File: config.mk
export PLATFORM = sky130hd
export DESIGN_NAME = hub_fwd_arbiter
export DESIGN_NICKNAME = d
export VERILOG_FILES = /design/src/rtl/hub_fwd_arbiter.sv
export SDC_FILE = /design/constraint.sdc
export NUM_CORES = 1
export LEC_CHECK = 0
export CORE_MARGIN = 8
export CORE_UTILIZATION = 40
export CTS_CLUSTER_DIAMETER = 60
export DETAILED_ROUTE_END_ITERATION = 10
export PLACE_DENSITY = 0.72
export SYNTH_ARGS = -nofsm -noshare
export SYNTH_HDL_FRONTEND = slang
export SYNTH_SLANG_ARGS = --single-unit
export TNS_END_PERCENT = 20
File: constraint.sdc
create_clock -name clk_i -period 1.85 [get_ports clk_i]
set_input_delay 0.555 -clock clk_i [delete_from_list [all_inputs] [get_ports clk_i]]
set_output_delay 0.555 -clock clk_i [all_outputs]
set_load 0.005 [all_outputs]
File: src/rtl/hub_fwd_arbiter.sv
// -----------------------------------------------------------------------------
// hub_fwd_arbiter
//   Shared forwarding engine for the two-port hub. Both receive deframers offer
//   decoded frame bytes on a valid/ready interface. The arbiter grants one port
//   at a time (round-robin on contention) and serialises the start-frame byte
//   and then the payload bytes, LSB first, onto the tx line of the other port.
//   Every frame is followed by a fixed idle gap before the next grant.
//
// Parameters
//   SFD         start-frame byte sent ahead of every payload (LSB first)
//   GAP_CYCLES  idle tx cycles after each frame, grant still held (>= 1)
//   MAX_BYTES   payload cap; the byte that reaches it closes the frame
//
// Ports
//   clk_i            system clock, rising edge
//   reset_i          synchronous, active-high reset
//   in0_valid_i      port0 byte available
//   in0_data_i[7:0]  port0 payload byte
//   in0_last_i       port0 byte is the final byte of its frame
//   in0_ready_o      port0 byte accepted when valid & ready
//   in1_*            same as in0_*, for port1
//   tx0_o            serial line to port0 (frames sourced by port1)
//   tx1_o            serial line to port1 (frames sourced by port0)
//   grant_o[1:0]     one-hot serializer owner, 2'b00 when idle
//   busy_o           engine is not idle
//   frame_done_o     pulse on the last data bit of a completed frame
//   underrun_o       pulse when a byte was due and the source had none
//   truncated_o      pulse (with frame_done_o) when MAX_BYTES closed the frame
// -----------------------------------------------------------------------------
module hub_fwd_arbiter #(
  parameter logic [7:0]  SFD        = 8'hD5,
  parameter int unsigned GAP_CYCLES = 4,
  parameter int unsigned MAX_BYTES  = 64
) (
  input  logic       clk_i,
  input  logic       reset_i,
  input  logic       in0_valid_i,
  input  logic [7:0] in0_data_i,
  input  logic       in0_last_i,
  output logic       in0_ready_o,
  input  logic       in1_valid_i,
  input  logic [7:0] in1_data_i,
  input  logic       in1_last_i,
  output logic       in1_ready_o,
  output logic       tx0_o,
  output logic       tx1_o,
  output logic [1:0] grant_o,
  output logic       busy_o,
  output logic       frame_done_o,
  output logic       underrun_o,
  output logic       truncated_o
);

  localparam int CNT_W = $clog2(MAX_BYTES + 1);
  localparam int GAP_W = (GAP_CYCLES > 1) ? $clog2(GAP_CYCLES) : 1;
  localparam logic [CNT_W-1:0] CNT_MAX  = CNT_W'(MAX_BYTES);
  localparam logic [GAP_W-1:0] GAP_LAST = GAP_W'(GAP_CYCLES - 1);

  typedef enum logic [1:0] {
    ST_IDLE,
    ST_SFD,
    ST_DATA,
    ST_GAP
  } state_e;

  state_e           state_q,    state_d;
  logic [2:0]       bit_cnt_q,  bit_cnt_d;
  logic [CNT_W-1:0] byte_cnt_q, byte_cnt_d;
  logic [GAP_W-1:0] gap_cnt_q,  gap_cnt_d;
  logic [7:0]       data_q,     data_d;
  logic             final_q,    final_d;   // byte on the line closes the frame
  logic             trunc_q,    trunc_d;   // ...and it was closed by the cap
  logic             src_q,      src_d;     // 0: port0 is the source, 1: port1
  logic [1:0]       grant_q,    grant_d;
  logic             rr_last_q,  rr_last_d; // port served most recently

  logic             sel_valid;
  logic [7:0]       sel_data;
  logic             sel_last;
  logic             bit7;
  logic             ready_int;
  logic             pick;
  logic             tx_bit;
  logic [CNT_W-1:0] byte_inc;
  logic             cap_hit;

  // Only the granted port's interface is looked at.
  assign sel_valid = src_q ? in1_valid_i : in0_valid_i;
  assign sel_data  = src_q ? in1_data_i  : in0_data_i;
  assign sel_last  = src_q ? in1_last_i  : in0_last_i;

  // A byte is due on the final bit of the SFD and of every non-final byte, so
  // the next byte starts on the following cycle with no bubble.
  assign bit7      = (bit_cnt_q == 3'd7);
  assign ready_int = bit7 && ((state_q == ST_SFD) ||
                              ((state_q == ST_DATA) && !final_q));

  // Saturating byte count; the byte that reaches the cap is the frame's last.
  assign byte_inc = (byte_cnt_q == CNT_MAX) ? byte_cnt_q : byte_cnt_q + CNT_W'(1);
  assign cap_hit  = (byte_inc == CNT_MAX);

  // On contention serve the port not served last; rr_last_q resets to port1
  // so that port0 wins the first contention after reset.
  assign pick = in1_valid_i && (!in0_valid_i || !rr_last_q);

  always_comb begin
    tx_bit = 1'b0;
    if (state_q == ST_SFD) begin
      tx_bit = SFD[bit_cnt_q];
    end else if (state_q == ST_DATA) begin
      tx_bit = data_q[bit_cnt_q];
    end
  end

  // The source's own line stays low; its frame goes out on the other port.
  assign tx0_o        = tx_bit &  src_q;
  assign tx1_o        = tx_bit & ~src_q;
  assign in0_ready_o  = ready_int & grant_q[0];
  assign in1_ready_o  = ready_int & grant_q[1];
  assign underrun_o   = ready_int & ~sel_valid;
  assign frame_done_o = (state_q == ST_DATA) && bit7 && final_q;
  assign truncated_o  = frame_done_o && trunc_q;
  assign grant_o      = grant_q;
  assign busy_o       = (state_q != ST_IDLE);

  always_comb begin
    // NOTE: every next-state signal gets its hold value first so that no path
    // through the case leaves one unassigned, which would infer a latch.
    state_d    = state_q;
    bit_cnt_d  = bit_cnt_q;
    byte_cnt_d = byte_cnt_q;
    gap_cnt_d  = gap_cnt_q;
    data_d     = data_q;
    final_d    = final_q;
    trunc_d    = trunc_q;
    src_d      = src_q;
    grant_d    = grant_q;
    rr_last_d  = rr_last_q;

    unique case (state_q)
      ST_IDLE: begin
        if (in0_valid_i || in1_valid_i) begin
          src_d      = pick;
          grant_d    = pick ? 2'b10 : 2'b01;
          bit_cnt_d  = 3'd0;
          byte_cnt_d = '0;
          state_d    = ST_SFD;
        end
      end

      ST_SFD, ST_DATA: begin
        bit_cnt_d = bit_cnt_q + 3'd1;  // wraps 7 -> 0 for the next byte
        if (bit7) begin
          if (ready_int && sel_valid) begin
            data_d     = sel_data;
            final_d    = sel_last || cap_hit;
            trunc_d    = !sel_last && cap_hit;
            byte_cnt_d = byte_inc;
            state_d    = ST_DATA;
          end else begin
            // Either the final byte has been sent or the source underran.
            gap_cnt_d = '0;
            state_d   = ST_GAP;
          end
        end
      end

      ST_GAP: begin
        gap_cnt_d = gap_cnt_q + GAP_W'(1);
        if (gap_cnt_q == GAP_LAST) begin
          grant_d   = 2'b00;
          rr_last_d = src_q;
          state_d   = ST_IDLE;
        end
      end

      default: state_d = ST_IDLE;
    endcase
  end

  always_ff @(posedge clk_i) begin
    // NOTE: state registers use non-blocking assignment so every flop samples
    // the pre-edge values regardless of statement order.
    if (reset_i) begin
      state_q    <= ST_IDLE;
      bit_cnt_q  <= 3'd0;
      byte_cnt_q <= '0;
      gap_cnt_q  <= '0;
      data_q     <= 8'h00;
      final_q    <= 1'b0;
      trunc_q    <= 1'b0;
      src_q      <= 1'b0;
      grant_q    <= 2'b00;
      rr_last_q  <= 1'b1;
    end else begin
      state_q    <= state_d;
      bit_cnt_q  <= bit_cnt_d;
      byte_cnt_q <= byte_cnt_d;
      gap_cnt_q  <= gap_cnt_d;
      data_q     <= data_d;
      final_q    <= final_d;
      trunc_q    <= trunc_d;
      src_q      <= src_d;
      grant_q    <= grant_d;
      rr_last_q  <= rr_last_d;
    end
  end

endmodule
==> results of run 1 <==
[stage by stage]
step	total power (W)	util [%]	setup slack [ns]	hold slack, ns
after floorplan	0.000763	-	-0.0686	0.427
after CTS	0.00160	60.8	-0.523	0.466
final	0.00159	62.0	-0.512	0.468
after global routing	0.00165	62.0	-0.572	0.493
after global placement	0.000890	56.6	-0.555	0.447
after detailed placement	0.000894	56.6	-0.566	0.458
[sequential cells by signal (all words and copies together), names as in the netlist, named ones only]
signal,cells
state_q,2
bit_cnt_q,3
final_q,1
rr_last_q,1
grant_o,2
src_q,1
trunc_q,1
gap_cnt_q,2
data_q,8
byte_cnt_q,7
[where the power goes]
part           internal [W]  leakage [nW]  switching, W
combinational      0.000143         0.680      0.000106
clock              0.000439        0.0585      0.000250
sequential         0.000637         0.237     0.0000103
total               0.00122         0.975      0.000366
[critical path, cell delays in order (launching register included)]
cell and delay (ns):
dfxtp_4 0.37, mux4_2 0.50, mux2_4 0.28, nand2_2 0.07
o21ai_2 0.05, and2_1 0.14, buf_2 0.12
[logic make-up after synthesis]
family,after synthesis,share of synthesized area [%]
multiplexers,14,10.3
XOR/XNOR,2,1.05
flip-flops,29,34.7
AO/OA/AOI/OAI,51,20.7
adder cells (fa/ha/maj),9,6.74
buffers and inverters,19,5.24
AND/OR/NAND/NOR,71,21.3
[placed cells by master (no fill, tap or decap), drive strengths merged, types with 3 or more instances in the layout]
cell,Yosys,routed
o21ai,10,10
a22oi,3,3
mux2i,10,10
nor2b,5,5
clkbuf,8,8
buf,3,38
and2,5,5
ha,9,9
dfxtp,29,29
inv,8,8
a21oi,12,12
a211oi,8,8
nor3,3,3
nand3,3,3
clkdlybuf4s50,0,22
nor2,23,23
dlygate4sd2,0,4
nand3b,3,3
nand2,16,16
[per-layer routing]
layer / wire (um) / share of wire [%]
met5: 0 / 0
met4: 70 / 1.7
met1: 1940 / 47
met3: 228 / 5.5
met2: 1910 / 46
[layout make-up]
class	instances	area [um2]
Fill cell	354	1520
Multi-Input combinational cell	147	1100
Sequential cell	29	588
Timing Repair Buffer	66	578
Clock buffer	7	86.3
Tap cell	50	62.6
Clock inverter	1	30.0
Inverter	8	30.0
[worst min path at each step]
stage / from / endpoint / slack [ns] / cells after the start
after global routing: gap_cnt_q[1]$_SDFFE_PP0P_ / gap_cnt_q[1]$_SDFFE_PP0P_ / 0.49 / 2
final: gap_cnt_q[1]$_SDFFE_PP0P_ / gap_cnt_q[1]$_SDFFE_PP0P_ / 0.47 / 2
after floorplan: trunc_q$_SDFFE_PP0P_ / trunc_q$_SDFFE_PP0P_ / 0.43 / 2
after global placement: gap_cnt_q[1]$_SDFFE_PP0P_ / gap_cnt_q[1]$_SDFFE_PP0P_ / 0.45 / 2
after detailed placement: trunc_q$_SDFFE_PP0P_ / trunc_q$_SDFFE_PP0P_ / 0.46 / 2
after CTS: trunc_q$_SDFFE_PP0P_ / trunc_q$_SDFFE_PP0P_ / 0.47 / 2
[what timing repair did]
| action | CTS | global route |
|---|---|---|
| pin swaps | 3 | 8 |
| setup endpoints to repair | 31 | 28 |
| buffers inserted | 1 | 0 |
| gates resized for setup | 39 | 16 |
==> metrics.yaml, run 1 <==
post-route-drc-count: 0
core_area_um2: 4000
crit_required_ns: 1.29
grt.overflow.total: 0
worst_slew_pin_slew_ns: 0.349
wl_mm: 4.15
hpwlAfterDp_mm: 3.08
tns_ns: -2.44
synth_most_common_cell: "dfxtp_1"
hold_path.class: "flip-flop to flip-flop"
ys_seq_area_share_pct: 34.7
finalHoldViolCount: 0
synthToLayoutAreaGrowth_pct: 48.3
syn-cell-area_um2: 1670
startpoint: "bit_cnt_q[0]$_SDFFE_PP0N_"
synth_cell_type_count: 46
violations: "negative setup slack"
syn_area_per_cell_um2: 8.57
ctsHoldBuffers: 0
critical_path_arrival_ns: 1.81
synthCells: 195
drv_cap: 0
grt_pass1_wl_mm: 7.11
fin_crit_sh_pct: 128
dieArea_um2: 6500
rsz0062_at_grt: "yes"
grt_pass1_vias: 1569
start_kind: "flip-flop"
cts_root_buf: "clkbuf_8"
r2r_cells: 9
ir_worst_vdd_uv: 398
grtUsageMet3_pct: 4.02
yosys-top-cells-count: "dfxtp_1, nor2_1, nand2_1"
clk_latency_ns: 0.28
die_h_um: 80.6
row_count: 23
cts_buffers: 5
fmax_ghz: 0.423
synth-edff-count: 0
routedWlPerCell_um: 13.5
cts_max_path_buffers: 2
cts.sinks: 29
grt.busiest_layer: "met2"
slew_violations: 0
setup_viol: 11
postPlaceCellArea_um2: 2260
grt_max_degree: 29
drt_iter0_markers: 112
dp_cells: 299
drtPass1Iterations: 4
ios: 32
yosys.area.top_type: "dfxtp_1"
endpoint: "tx0_o"
antenna_cells: 0
slew_headroom_pct: 76.5
fin_ws_ns: -0.512
end_kind: "output pin"
synth_seq_cells: 29
clk_pin_slew_ns: 0.06
power_density_nw_per_um2: 640
dieWidth_um: 80.6
critical_path_class: "flip-flop to output pin"
synth_ff_type: "dfxtp_1"
r2r-start: "bit_cnt_q[0]$_SDFFE_PP0N_"
htreeDepth: 2
ys_warn_count: 0
start_util_pct: 41.8
syn-num-nets: 226
antenna_found_initial: 0
cp_max_fo: 3
fin_nets: 288
grtUsageMet1_pct: 16.8
synth_top_cell_area_share_pct: 34.7
p_leak_nw: 0.975
r2r_end: "byte_cnt_q[3]$_SDFFE_PP0P_"
port_buffers: 31
r2r_slack_ns: -0.06
skew_ns: 0.00498
ant_nets: 0
cts_tree: "done"
gr-usage-met2_pct: 21.9
status: "complete, but fails checks"
gp_congestion: 0.906
fin_cells: 308
synthArstFlopShare_pct: 0
synthTopCellsByArea: "dfxtp_1, ha_1, mux2i_1"
grt_use_total_pct: 13.8
stdcell_area_um2: 2480
viasPerCell: 5.20
layout-drive-gt1-share_pct: 28.7
vias: 1602
finalCriticalPeriod_ns: 2.36
(Power assumes the default switching activity.)
==> run 2: changes to the inputs <==
Settings changed: CAP_MARGIN from default to 20, GPL_TIMING_DRIVEN from default to 0.
==> run 2 against run 1 <==
Net effect:
- the flow still finishes with violations (negative setup slack)
- fmax fell by 0.48%
- worst hold slack got worse by 0.0070 ns
- clock skew decreased by 0.00050 ns
- sequential power hardly changed
- setup slack got worse by 0.011 ns
- final area decreased by 7.6%
- critical path type unchanged
- largest cell class unchanged
==> metrics.yaml, run 2 (synthesis gave the netlist of run 1 again) <==
status: "complete, but fails checks"  # unchanged
violations: "negative setup slack"  # unchanged
r2r_slack_ns: -0.07  # was -0.06 ns
port_buffers: 31  # unchanged
dp_cells: 276  # was 299
worst_slew_pin_slew_ns: 0.660  # was 0.349 ns
startpoint: "bit_cnt_q[0]$_SDFFE_PP0N_"  # unchanged
ant_nets: 0  # unchanged
post-route-drc-count: 0  # unchanged
start_util_pct: 41.8  # unchanged
fin_crit_sh_pct: 128  # about the same
grtUsageMet1_pct: 16.1  # was 16.8%
setup_viol: 9  # was 11
synthToLayoutAreaGrowth_pct: 37.0  # was 48.3%
drtPass1Iterations: 4  # unchanged
power.switching_w: 0.000354  # was 0.000366 W
fin_cells: 291  # was 308
fillCellCount: 372  # was 354
endpoint: "tx1_o"  # was tx0_o
grt.overflow.total: 0  # unchanged
hpwlAfterDp_mm: 2.98  # was 3.08 mm
r2r-start: "bit_cnt_q[0]$_SDFFE_PP0N_"  # unchanged
cts.sinks: 29  # unchanged
ir_worst_vdd_uv: 288  # was 398 uV
regMostFlops: "data_q"  # unchanged
final_common_cell: "dfxtp_1"  # was buf_4
fmax_ghz: 0.421  # was 0.423 GHz
ctsHoldBuffers: 0  # unchanged
die_h_um: 80.6  # unchanged
clkPwrFrac_pct: 38.6  # was 43.4%
hold_path.class: "flip-flop to flip-flop"  # unchanged
largest_register_ffs: 8  # unchanged
row_count: 23  # unchanged
crit_required_ns: 1.29  # about the same
r2r_end: "state_q[0]$_SDFFE_PP0P_"  # was byte_cnt_q[3]$_SDFFE_PP0P_
slew_violations: 0  # unchanged
switching_share_pct: 25.1  # was 23.1%
seq_power_share_pct: 45.8  # was 40.9%
cp_max_fo: 3  # unchanged
critical_path_arrival_ns: 1.82  # was 1.81 ns
cts_max_path_buffers: 2  # unchanged
grt_pass1_vias: 1474  # was 1569
dieWidth_um: 80.6  # unchanged
vias: 1571  # was 1602
grt.busiest_layer: "met2"  # unchanged
finalCriticalPeriod_ns: 2.37  # was 2.36 ns
dieArea_um2: 6500  # unchanged
htreeDepth: 2  # unchanged
routedWlPerCell_um: 14.4  # was 13.5 um
clk_pin_slew_ns: 0.06  # about the same
rsz0062_at_grt: "yes"  # unchanged
drt_iter0_markers: 57  # was 112
slew_headroom_pct: 56.0  # was 76.5%
grt_use_total_pct: 13.6  # was 13.8%
grtUsageMet3_pct: 4.24  # was 4.02%
cts_root_buf: "clkbuf_8"  # unchanged
pwr-share-comb_pct: 15.5  # was 15.7%
gp_congestion: 0.879  # was 0.906
antenna_cells: 0  # unchanged
end_kind: "output pin"  # unchanged
drv_cap: 0  # unchanged
finalHoldViolCount: 0  # unchanged
grt_max_degree: 11  # was 29
final_cell_mix: "dfxtp_1, nor2_1, clkdlybuf4s50_1, nand2_1, a21oi_1"  # was buf_4, dfxtp_1, nor2_1, clkdlybuf4s50_1, nand2_1
hold-worst-slack_ns: 0.461  # was 0.468 ns
power_density_nw_per_um2: 615  # was 640 nW/um2
viasPerCell: 5.40  # was 5.20
reg_top3: "data_q (8), byte_cnt_q (7), bit_cnt_q (3)"  # unchanged
core_area_um2: 4000  # unchanged
ios: 32  # unchanged
cts_tree: "done"  # unchanged
fin_nets: 271  # was 288
critical_path_class: "flip-flop to output pin"  # unchanged
tns_ns: -1.96  # was -2.44 ns
skew_ns: 0.00448  # was 0.00498 ns
power_w: 0.00141  # was 0.00159 W
clk_latency_ns: 0.28  # about the same
layout-drive-gt1-share_pct: 24.1  # was 28.7%
cts_buffers: 5  # unchanged
wl_mm: 4.19  # was 4.15 mm
gr-usage-met2_pct: 21.8  # was 21.9%
grt_pass1_wl_mm: 6.89  # was 7.11 mm
r2r_cells: 8  # was 9
p_int_w: 0.00106  # was 0.00122 W
start_kind: "flip-flop"  # unchanged
fin_ws_ns: -0.523  # was -0.512 ns
p_leak_nw: 0.852  # was 0.975 nW
antenna_found_initial: 0  # unchanged
-- run 2: changes by cell type in the layout (fill, tap and decap cells not counted), moves of 3 or more --
| cell | change |
|---|---|
| clkbuf_1 | +4 |
| clkbuf_2 | +5 |
| inv_1 | -3 |
| buf_6 | +3 |
| buf_2 | +3 |
| buf_4 | -26 |
| ha_1 | -4 |
| dlygate4sd2_1 | -3 |
| o21ai_1 | -3 |
| inv_2 | +3 |
-- run 2: worst min-delay path by stage --
stage          slack, ns                      start                   endpoint  cells past startpoint
5_1_grt             0.47  gap_cnt_q[1]$_SDFFE_PP0P_  gap_cnt_q[1]$_SDFFE_PP0P_                      2
3_5_place_dp        0.45  gap_cnt_q[1]$_SDFFE_PP0P_  gap_cnt_q[1]$_SDFFE_PP0P_                      2
3_3_place_gp        0.44  gap_cnt_q[1]$_SDFFE_PP0P_  gap_cnt_q[1]$_SDFFE_PP0P_                      2
4_1_cts             0.46  gap_cnt_q[1]$_SDFFE_PP0P_  gap_cnt_q[1]$_SDFFE_PP0P_                      2
6_report            0.46  gap_cnt_q[1]$_SDFFE_PP0P_  gap_cnt_q[1]$_SDFFE_PP0P_                      2
2_1_floorplan       0.43       trunc_q$_SDFFE_PP0P_       trunc_q$_SDFFE_PP0P_                      2
-- run 2: layout make-up --
type / count / area, um2 / area share [%]
inverter: 8 / 30.0 / 1.31
clock buffer: 8 / 90.1 / 3.93
timing repair buffer: 38 / 330 / 14.4
sequential: 29 / 592 / 25.8
multi-input combinational: 147 / 1110 / 48.7
tap: 50 / 62.6 / 2.73
buffer: 11 / 70.1 / 3.06
-- run 2: what timing repair did --
item                       CTS  global route
setup endpoints to repair   35            31
buffers inserted             6             1
resized for setup           50            24
pin swaps                    3             3
-- run 2: worst max-delay path, cell delays in order, from the launching register on --
cell	delay [ns]
dfxtp_4	0.37
mux4_2	0.48
mux2_4	0.29
nand2_2	0.08
o21ai_2	0.05
nor2b_1	0.12
buf_2	0.15
-- run 2: layer usage --
| layer | vias to the layer above | routed length (um) | share of wire, % |
|---|---|---|---|
| met1 | 722 | 1920 | 46 |
| met4 | 0 | 67 | 1.6 |
| li1 | 799 | - | - |
| met3 | 6 | 226 | 5.4 |
| met2 | 44 | 1980 | 47 |
| met5 | - | 0 | 0 |
-- run 2: per-stage QoR --
stage / setup WS (ns) / utilization [%] / cell area [um2]
3_5_place_dp: -0.657 / 51.3 / 2050
2_1_floorplan: -0.0686 / - / 1680
4_1_cts: -0.539 / 56.6 / 2260
5_1_grt: -0.622 / 57.2 / 2290
3_3_place_gp: -0.650 / 51.3 / 2050
6_report: -0.523 / 57.2 / 2290
-- run 2: power groups by stage --
| stage | Sequential, W | Clock (W) | Combinational, W |
|---|---|---|---|
| 2_1_floorplan | 0.000659 | 0 | 0.000104 |
| 3_3_place_gp | 0.000661 | 0 | 0.000191 |
| 3_5_place_dp | 0.000661 | 0 | 0.000193 |
| 4_1_cts | 0.000646 | 0.000548 | 0.000208 |
| 5_1_grt | 0.000646 | 0.000586 | 0.000240 |
| 6_report | 0.000645 | 0.000544 | 0.000219 |
==> run 3: changes to the inputs <==
Settings changed: HOLD_SLACK_MARGIN from default to 0.12.
==> results of run 3 <==
No change in the layout: final DEF, timing and power equal those of run 2.
